`config.mk`:
```
export PLATFORM = sky130hd
export DESIGN_NAME = image_rom_scanner
export DESIGN_NICKNAME = d
export VERILOG_FILES = /design/src/rtl/image_rom_scanner_pkg.sv /design/src/rtl/image_rom_scanner_raster_counter.sv /design/src/rtl/image_rom_scanner.sv
export SDC_FILE = /design/constraint.sdc
export NUM_CORES = 1
export LEC_CHECK = 0
export ABC_CLOCK_PERIOD_IN_PS = 2200
export CAP_MARGIN = 20
export CORE_MARGIN = 4
export CORE_UTILIZATION = 45
export CTS_BUF_LIST = sky130_fd_sc_hd__clkbuf_8
export CTS_CLUSTER_DIAMETER = 60
export DETAILED_ROUTE_END_ITERATION = 6
export PLACE_DENSITY_LB_ADDON = 0.3
export SYNTH_ARGS = -nofsm -noshare
export SYNTH_HDL_FRONTEND = slang
export SYNTH_SLANG_ARGS = --single-unit
```
`constraint.sdc`:
```
create_clock -name clk -period 2.2 [get_ports clk]
set_input_delay 0.22 -clock clk [delete_from_list [all_inputs] [get_ports clk]]
set_output_delay 0.22 -clock clk [all_outputs]
set_load 0.02 [all_outputs]
```
`src/rtl/image_rom_scanner_pkg.sv`:
```
// Package image_pipe_pkg: shared types and default geometry for the image
// pipeline front end (image_rom_scanner and raster_counter).
//  - state_e  : scanner FSM states
//  - marker_t : per-beat sideband markers {sof, eol, eof}
//  - *_DEF    : default image geometry and word widths
package image_pipe_pkg;
    localparam int IMG_W_DEF  = 256;
    localparam int IMG_H_DEF  = 256;
    localparam int ADDR_W_DEF = 16;
    localparam int DATA_W_DEF = 17;

    typedef enum logic [1:0] {IDLE, RUN, DRAIN} state_e;

    typedef struct packed {
        logic sof;
        logic eol;
        logic eof;
    } marker_t;
endpackage

```
`src/rtl/image_rom_scanner_raster_counter.sv`:
```
// raster_counter: x/y position and linear ROM address of a raster scan.
// Ports:
//  clk, rst_n       clock, async active-low reset
//  clr_i            return x/y/addr to 0 (has priority over step_i)
//  step_i           advance one pixel; x wraps at IMG_W-1 and bumps y
//  x_o, y_o         current column / line
//  addr_o           current linear address y*IMG_W + x
//  last_col_o       x is the last column of a line
//  last_pix_o       current position is the last pixel of the frame
module raster_counter #(
    parameter int IMG_W  = 256,
    parameter int IMG_H  = 256,
    parameter int ADDR_W = 16,
    parameter int XW     = (IMG_W > 1) ? $clog2(IMG_W) : 1,
    parameter int YW     = (IMG_H > 1) ? $clog2(IMG_H) : 1
) (
    input  logic              clk,
    input  logic              rst_n,
    input  logic              clr_i,
    input  logic              step_i,
    output logic [XW-1:0]     x_o,
    output logic [YW-1:0]     y_o,
    output logic [ADDR_W-1:0] addr_o,
    output logic              last_col_o,
    output logic              last_pix_o
);
    localparam logic [XW-1:0] X_LAST = XW'(IMG_W - 1);
    localparam logic [YW-1:0] Y_LAST = YW'(IMG_H - 1);

    logic [XW-1:0]     x_q, x_d;
    logic [YW-1:0]     y_q, y_d;
    logic [ADDR_W-1:0] addr_q, addr_d;

    assign last_col_o = (x_q == X_LAST);
    assign last_pix_o = last_col_o && (y_q == Y_LAST);

    // Address is kept as its own incrementing counter rather than y*IMG_W+x.
    always_comb begin
        x_d    = x_q;
        y_d    = y_q;
        addr_d = addr_q;
        if (clr_i) begin
            x_d    = '0;
            y_d    = '0;
            addr_d = '0;
        end else if (step_i) begin
            addr_d = addr_q + ADDR_W'(1);
            if (last_col_o) begin
                x_d = '0;
                y_d = y_q + YW'(1);
            end else begin
                x_d = x_q + XW'(1);
            end
        end
    end

    always_ff @(posedge clk or negedge rst_n) begin
        if (!rst_n) begin
            x_q    <= '0;
            y_q    <= '0;
            addr_q <= '0;
        end else begin
            x_q    <= x_d;
            y_q    <= y_d;
            addr_q <= addr_d;
        end
    end

    assign x_o    = x_q;
    assign y_o    = y_q;
    assign addr_o = addr_q;
endmodule

```
`src/rtl/image_rom_scanner.sv`:
```
// image_rom_scanner: raster-scan reader for image_rom. Drives a registered ROM
// address, captures the combinational ROM word and emits one frame per start
// as a valid/ready pixel stream with SOF/EOL/EOF markers (1 pixel/clk unstalled).
// Ports:
//  clk, rst_n          clock, async active-low reset
//  start, abort        begin a frame (when idle) / cancel the scan (wins over start)
//  busy, done          scan in progress / 1-clk pulse after the EOF beat is taken
//  rom_addr, rom_data  ROM address out, ROM word in (same cycle)
//  m_valid, m_ready    output stream handshake
//  m_data              pixel word
//  m_sof/m_eol/m_eof   frame start / line end / frame end markers
//  checksum            sum of accepted pixels mod 2**32
// Optional feature: define IMAGE_SCAN_CHECKSUM_EN to build the checksum
// accumulator; otherwise checksum is tied to 0.
module image_rom_scanner
    import image_pipe_pkg::*;
#(
    parameter int IMG_W  = IMG_W_DEF,
    parameter int IMG_H  = IMG_H_DEF,
    parameter int ADDR_W = ADDR_W_DEF,
    parameter int DATA_W = DATA_W_DEF
) (
    input  logic              clk,
    input  logic              rst_n,
    input  logic              start,
    input  logic              abort,
    output logic              busy,
    output logic              done,
    output logic [ADDR_W-1:0] rom_addr,
    input  logic [DATA_W-1:0] rom_data,
    output logic              m_valid,
    input  logic              m_ready,
    output logic [DATA_W-1:0] m_data,
    output logic              m_sof,
    output logic              m_eol,
    output logic              m_eof,
    output logic [31:0]       checksum
);
    localparam int XW = (IMG_W > 1) ? $clog2(IMG_W) : 1;
    localparam int YW = (IMG_H > 1) ? $clog2(IMG_H) : 1;

    state_e            state_q, state_d;
    logic              mv_q, mv_d;
    logic [DATA_W-1:0] md_q, md_d;
    marker_t           mk_q, mk_d;
    logic              done_q, done_d;
    logic              load, step, clr, start_acc, beat_acc;
    logic [XW-1:0]     x;
    logic [YW-1:0]     y;
    logic              last_col, last_pix;

    raster_counter #(
        .IMG_W (IMG_W),
        .IMG_H (IMG_H),
        .ADDR_W(ADDR_W),
        .XW    (XW),
        .YW    (YW)
    ) u_cnt (
        .clk       (clk),
        .rst_n     (rst_n),
        .clr_i     (clr),
        .step_i    (step),
        .x_o       (x),
        .y_o       (y),
        .addr_o    (rom_addr),
        .last_col_o(last_col),
        .last_pix_o(last_pix)
    );

    assign beat_acc  = mv_q && m_ready;
    assign start_acc = (state_q == IDLE) && start && !abort;

    always_comb begin
        state_d = state_q;
        mv_d    = mv_q;
        md_d    = md_q;
        mk_d    = mk_q;
        done_d  = 1'b0;
        load    = 1'b0;
        step    = 1'b0;
        clr     = 1'b0;
        case (state_q)
            IDLE: begin
                if (start) state_d = RUN;
            end
            RUN: begin
                // Output register is free when empty or being drained this cycle.
                load = !mv_q || m_ready;
                if (load) begin
                    mv_d = 1'b1;
                    md_d = rom_data;
                    mk_d = '{sof: (x == '0) && (y == '0), eol: last_col, eof: last_pix};
                    if (last_pix) begin
                        // Address parks at 0 instead of running past the frame.
                        clr     = 1'b1;
                        state_d = DRAIN;
                    end else begin
                        step = 1'b1;
                    end
                end
            end
            DRAIN: begin
                // Only the EOF beat can be pending here.
                if (beat_acc) begin
                    mv_d    = 1'b0;
                    state_d = IDLE;
                    done_d  = 1'b1;
                end
            end
            default: state_d = IDLE;
        endcase
        if (abort) begin
            state_d = IDLE;
            mv_d    = 1'b0;
            done_d  = 1'b0;
            step    = 1'b0;
            clr     = 1'b1;
        end
    end

    always_ff @(posedge clk or negedge rst_n) begin
        if (!rst_n) begin
            state_q <= IDLE;
            mv_q    <= 1'b0;
            md_q    <= '0;
            mk_q    <= '0;
            done_q  <= 1'b0;
        end else begin
            state_q <= state_d;
            mv_q    <= mv_d;
            md_q    <= md_d;
            mk_q    <= mk_d;
            done_q  <= done_d;
        end
    end

    assign busy    = (state_q != IDLE);
    assign done    = done_q;
    assign m_valid = mv_q;
    assign m_data  = md_q;
    assign m_sof   = mk_q.sof;
    assign m_eol   = mk_q.eol;
    assign m_eof   = mk_q.eof;

`ifdef IMAGE_SCAN_CHECKSUM_EN
    logic [31:0] cs_q, cs_d;

    // Nothing is accepted while idle, so the final sum holds until the next start.
    always_comb begin
        cs_d = cs_q;
        if (start_acc)     cs_d = '0;
        else if (beat_acc) cs_d = cs_q + 32'(md_q);
    end

    always_ff @(posedge clk or negedge rst_n) begin
        if (!rst_n) cs_q <= '0;
        else        cs_q <= cs_d;
    end

    assign checksum = cs_q;
`else
    assign checksum = '0;
`endif
endmodule
```
==> results.yml, run 1 <==
critical_path:
  r2r_start: "u_cnt.y_o[1]"
  data_arrival_time_of_the_critical_path_ps: 2130
  start_kind: "flop"
  critical-path-slowest-cell: "nor4_1"
  crit_path_end_kind: "flop"
  cp_data_required_time_ps: 2410
  critPathMaxStageDelay_ps: 730
  timing_worst_setup_path_type: "flop to flop"
  critical_path.cell_chain: "ha_1 -> nand2_1 -> nor4_1 -> or3_1 -> a21oi_1"
  critical_path.max_fanout: 5
  startpoint: "u_cnt.y_o[1]"
logic_synthesis:
  yosys_warnings: 0
  synth_area_per_cell_sq_um: 9.04
  postSynth.asyncResetShare_pct: 100
  syn-instance-count: 332
  synthesis.area_sq_um: 3000
  ys_types: 38
  synth-edff-count: 0
  yosys_most_used_dff: "dfrtp_1"
  yosysSeqAreaShare_pct: 46.7
  synth.ff_latch_count: 56
global_route:
  grt.total_usage_pct: 17.0
  gr-usage-met3_pct: 3.38
  grt-busiest-layer: "met2"
  grt_first_pass_wirelength_microns: 11000
  grt_start_max_net_pins: 57
  globalRouteMet1Util_pct: 22.7
  initial_antenna_violation_count: 0
  grt_pass1_vias: 2365
  overflow: 0
  grtUsageMet2_pct: 28.8
layout:
  finish.instance_area_sq_um: 3680
  final_nets: 421
  fill_cells: 586
  multi_input_area_sq_um: 1380
  share_of_final_layout_standard_cells_stronger_than_drive_strength_1_pct: 6.08
  number_of_diodes: 0
  final_cell_mix: "nand2_1, clkdlybuf4s50_1, dfrtp_1"
  final_common_cell: "nand2_1"
  area.growth.synth_to_final_pct: 22.8
  seq_area_sq_um: 1400
floorplan:
  die_area_sq_um: 8040
  core_area_sq_um: 6420
  die_width_microns: 89.7
  dieHeight_microns: 89.7
  initial_utilization_pct: 46.7
  rows: 29
  design.portCount: 93
sta:
  max_slew.worst_pin.slew_ps: 825
  count_of_final_max_slew_check_failures: 0
  final.min_clock_period_ps: 1930
  setup_tns_ps: 0
  setup_viol: 0
  rsz0062_at_grt: "false"
  hold_violations: 0
  layout_worst_path_cycle_share_pct: 87.6
  maxClockFrequency_mhz: 519
  slew_headroom_pct: 44.5
  final.setup_skew_ps: 9.78
  smallest_setup_slack_after_layout_ps: 273
placement:
  dp_slack_ps: 239
  place_congestion: 0.863
  place.detailed.hpwl_microns: 4710
  buffers_on_ports: 60
  post_dp_cell_area_sq_um: 3580
clock_network:
  clk-insertion-delay-late_ps: 310
  htreeDepth: 2
  tritoncts_clock_tree: "done"
  clkSinkCount: 56
  clk_pin_slew_worst_paths_ps: 110
  post_cts_buffers: 0
  numCtsBuffers: 5
  ctsLongestPathBuffers: 2
  cts_root_buffer: "clkbuf_8"
pwr:
  cellLeakagePower_uw: 0.00155
  p_per_area_nw_per_um2: 584
  vdd_drop_max_mv: 0.348
detailed_routing:
  drt.antenna.violating_nets: 0
  vias_after_detailed_routing: 2565
  detail_route.wl_per_cell_microns: 14.2
  first_iter_violations: 272
  via_per_inst: 5.43
  dr.pass1.iters: 6
  routed_wirelength_microns: 6710
  drt_drc_violations_left: 0
hold_path:
  holdCritPathClass: "input port to asynchronous set/reset pin"
status:
  status: "completed"
job:
  max-cap-violations: 0
==> state kept, by name (all words and copies together), names as in the netlist <==
| signal | count |
|---|---|
| done | 1 |
| m_data | 17 |
| m_eof | 1 |
| m_eol | 1 |
| m_sof | 1 |
| m_valid | 1 |
| state_q | 2 |
| u_cnt.addr_o | 16 |
| u_cnt.x_o | 8 |
| u_cnt.y_o | 8 |
==> synthesized netlist by cell type, types with 2 or more instances <==
cell type / n / share of area [%]
nand4_1: 10 / 2.1
or4_1: 17 / 4.3
nor4b_1: 3 / 0.88
or3_1: 8 / 1.7
and4_1: 3 / 0.88
buf_6: 2 / 0.75
clkbuf_1: 4 / 0.50
nor2_1: 7 / 0.88
inv_1: 10 / 1.3
nand3_1: 10 / 1.7
nor3_1: 2 / 0.33
buf_4: 32 / 8.0
a21oi_1: 30 / 5.0
buf_2: 5 / 0.83
nor4_1: 3 / 0.63
nand2_1: 78 / 9.8
dfrtp_1: 56 / 47
nor2b_1: 2 / 0.42
o31ai_1: 17 / 4.3
o21ai_0: 9 / 1.5
ha_1: 5 / 2.1
xnor2_1: 3 / 0.88
==> path summary, 6_finish.rpt <==
check                                         to  slack [ps]  depth (start not counted)
worst min register to register        m_data[11]         480                          2
worst max-delay path             u_cnt.addr_o[0]         270                          5
worst max register to register   u_cnt.addr_o[0]         270                          5
min in group clk                       m_data[0]         430                          3
max in group asynchronous        u_cnt.addr_o[8]        1500                          3
worst min-delay path            u_cnt.addr_o[12]         410                          3
==> per-stage QoR <==
step / cells / power, uW / utilization (%) / hold slack [ps]
after floorplan: 363 / 1430 / - / -75.6
after global placement: 463 / 1600 / 55.8 / 247
after detailed placement: 463 / 1610 / 55.8 / 244
after CTS: 472 / 2190 / 57.4 / 410
after global routing: 472 / 2280 / 57.4 / 423
final: 472 / 2150 / 57.4 / 405
==> worst max-delay path, delay by kind of cell (launching register included) <==
family,cells,cell delay (ps)
AO/OA/AOI/OAI,1,60
flip-flops,1,430
AND/OR/NAND/NOR,3,1060
adder cells (fa/ha/maj),1,280
==> cell type report <==
cell class | count | share of cell area, %
inverter | 10 | 1.02
multi-input combinational | 254 | 37.5
clock buffer | 5 | 1.87
tap | 77 | 2.62
timing repair buffer | 67 | 18.3
sequential | 56 | 38.0
clock inverter | 3 | 0.577
==> where the power goes <==
| part | leakage (uW) | internal [uW] | switching (uW) | total [uW] |
|---|---|---|---|---|
| sequential | 0.000747 | 1090 | 40.2 | 1130 |
| clock | 0.0000445 | 227 | 341 | 568 |
| combinational | 0.000760 | 187 | 267 | 454 |
==> layer usage <==
layer / vias to the layer above / routed length, microns
li1: 1234 / -
met1: 1262 / 2950
met2: 66 / 3410
met3: 3 / 333
met4: 0 / 17
met5: - / 0
==> what timing repair did <==
action / in CTS / in global routing
resized for setup: 0 / 0
endpoints found under the setup margin: 0 / 0
endpoints found under the hold margin: 56 / 0
hold buffers: 1 / 0
==> cell families after synthesis <==
kind of cell | after synthesis | synth area share, %
simple gates | 153 | 26.5
compound gates | 61 | 12.3
flops | 56 | 46.7
buf+inv | 53 | 11.3
fa+ha+maj | 5 | 2.09
xor+xnor | 3 | 0.876
other cells | 1 | 0.125
Note: power is estimated with default switching activity, not from simulation.
==> run 2, diff against run 1 <==
- CORE_UTILIZATION: 45 -> 40
==> results.yml, run 2 (synthesis gave the netlist of run 1 again) <==
status:
  status: "completed"
floorplan:
  core_area_sq_um: 7250
  rows: 31
  die_area_sq_um: 8950
  die_width_microns: 94.6
  dieHeight_microns: 94.6
  design.portCount: 93
  initial_utilization_pct: 41.4
critical_path:
  worst_r2r_path_depth: 5
  data_arrival_time_of_the_critical_path_ps: 1640
  critPathMaxStageDelay_ps: 540
  critical_path.cell_chain: "or2_2 -> clkdlybuf4s50_1"
  timing_worst_setup_path_type: "flop to output port"
  critical-path-slowest-cell: "clkdlybuf4s50_1"
  critical_path.max_fanout: 8
  worst-r2r-setup-slack_ps: 340
  start_kind: "flop"
  cp_data_required_time_ps: 1980
  crit_path_end_kind: "output port"
layout:
  number_of_diodes: 0
  post_layout_nonfiller_instances: 497
  final_nets: 424
  area.growth.synth_to_final_pct: 24.6
  largest_register_ff_count: 17
  final_common_cell: "nand2_1"
  final_cell_mix: "nand2_1, clkdlybuf4s50_1, dfrtp_1"
  share_of_final_layout_standard_cells_stronger_than_drive_strength_1_pct: 6.78
placement:
  dp_slack_ps: 237
  place_congestion: 0.804
  post-place-cells: 488
  place.detailed.hpwl_microns: 4940
  buffers_on_ports: 60
pwr:
  cellLeakagePower_uw: 0.00157
  p_per_area_nw_per_um2: 584
  vdd_drop_max_mv: 0.348
clock_network:
  clk_pin_slew_worst_paths_ps: 110
  cts_root_buffer: "clkbuf_8"
  postCtsResizedCells: 0
  htreeDepth: 2
  clkSinkCount: 56
  tritoncts_clock_tree: "done"
  numCtsBuffers: 5
  ctsLongestPathBuffers: 2
  clk-insertion-delay-late_ps: 320
sta:
  rsz0062_at_grt: "false"
  hold_violations: 0
  count_of_final_max_slew_check_failures: 0
  layout_worst_path_cycle_share_pct: 84.7
  final.setup_skew_ps: 14.4
  setup_viol: 0
  setup_tns_ps: 0
  smallest_setup_slack_after_layout_ps: 337
  maxClockFrequency_mhz: 537
  final.min_clock_period_ps: 1860
global_route:
  grt.total_usage_pct: 15.6
  overflow: 0
  initial_antenna_violation_count: 0
  grt_start_max_net_pins: 37
  grt_pass1_vias: 2398
  grt_first_pass_wirelength_microns: 11300
detailed_routing:
  vias_after_detailed_routing: 2512
  via_per_inst: 5.05
  detail_route.wl_per_cell_microns: 13.5
  dr.pass1.iters: 4
  first_iter_violations: 148
  routed_wirelength_microns: 6730
  drt_drc_violations_left: 0
  drt.antenna.violating_nets: 0
job:
  max-cap-violations: 0
hold_path:
  holdCritPathClass: "input port to asynchronous set/reset pin"
run 2: final timing paths:
check	from	endpoint
max	state_q[0]	busy
min in group clk	rom_data[1]	m_data[1]
max reg2reg	u_cnt.x_o[0]	u_cnt.y_o[7]
min reg2reg	m_data[8]	m_data[8]
max in group asynchronous	rst_n	m_data[8]
min	rst_n	u_cnt.y_o[0]
run 2: timing repair:
item / CTS / global route
hold buffers: 1 / 0
endpoints found under the hold margin: 12 / 0
buffers inserted: 0 / 0
run 2: critical path, delay by kind of cell, from the launching register on:
kind / cells / cell delay, ps
buffers and inverters: 1 / 540
DFF: 1 / 470
and+or+nand+nor: 1 / 320
run 2: power by group:
group          total [uW]  internal (uW)  switching [uW]
logic                 455            190             265
registers            1130           1090            44.3
clock network         596            232             364
run 2: metal layers:
metal	up-vias	share of wire, %	track usage [%]
li1	1236	-	-
met1	1208	45	20.2
met2	65	48	25.4
met3	3	6.4	4.94
met4	0	0.51	3.73
met5	-	0	0
run 2: layout make-up:
type | count | area [sq um]
Clock buffer | 5 | 68.8
Inverter | 10 | 37.5
Timing Repair Buffer | 70 | 698
Fill cell | 720 | 3510
Clock inverter | 3 | 26.3
Tap cell | 99 | 124
Multi-Input combinational cell | 254 | 1380
Sequential cell | 56 | 1400
run 2: stage by stage:
step	hold WS (ps)	instance area, sq um	util, %	power (uW)
floorplan	-75.6	3120	-	1430
global placement	150	3630	50.1	1600
detailed placement	152	3630	50.1	1610
CTS	357	3740	51.5	2210
global route	368	3740	51.5	2310
finish	329	3740	51.5	2180
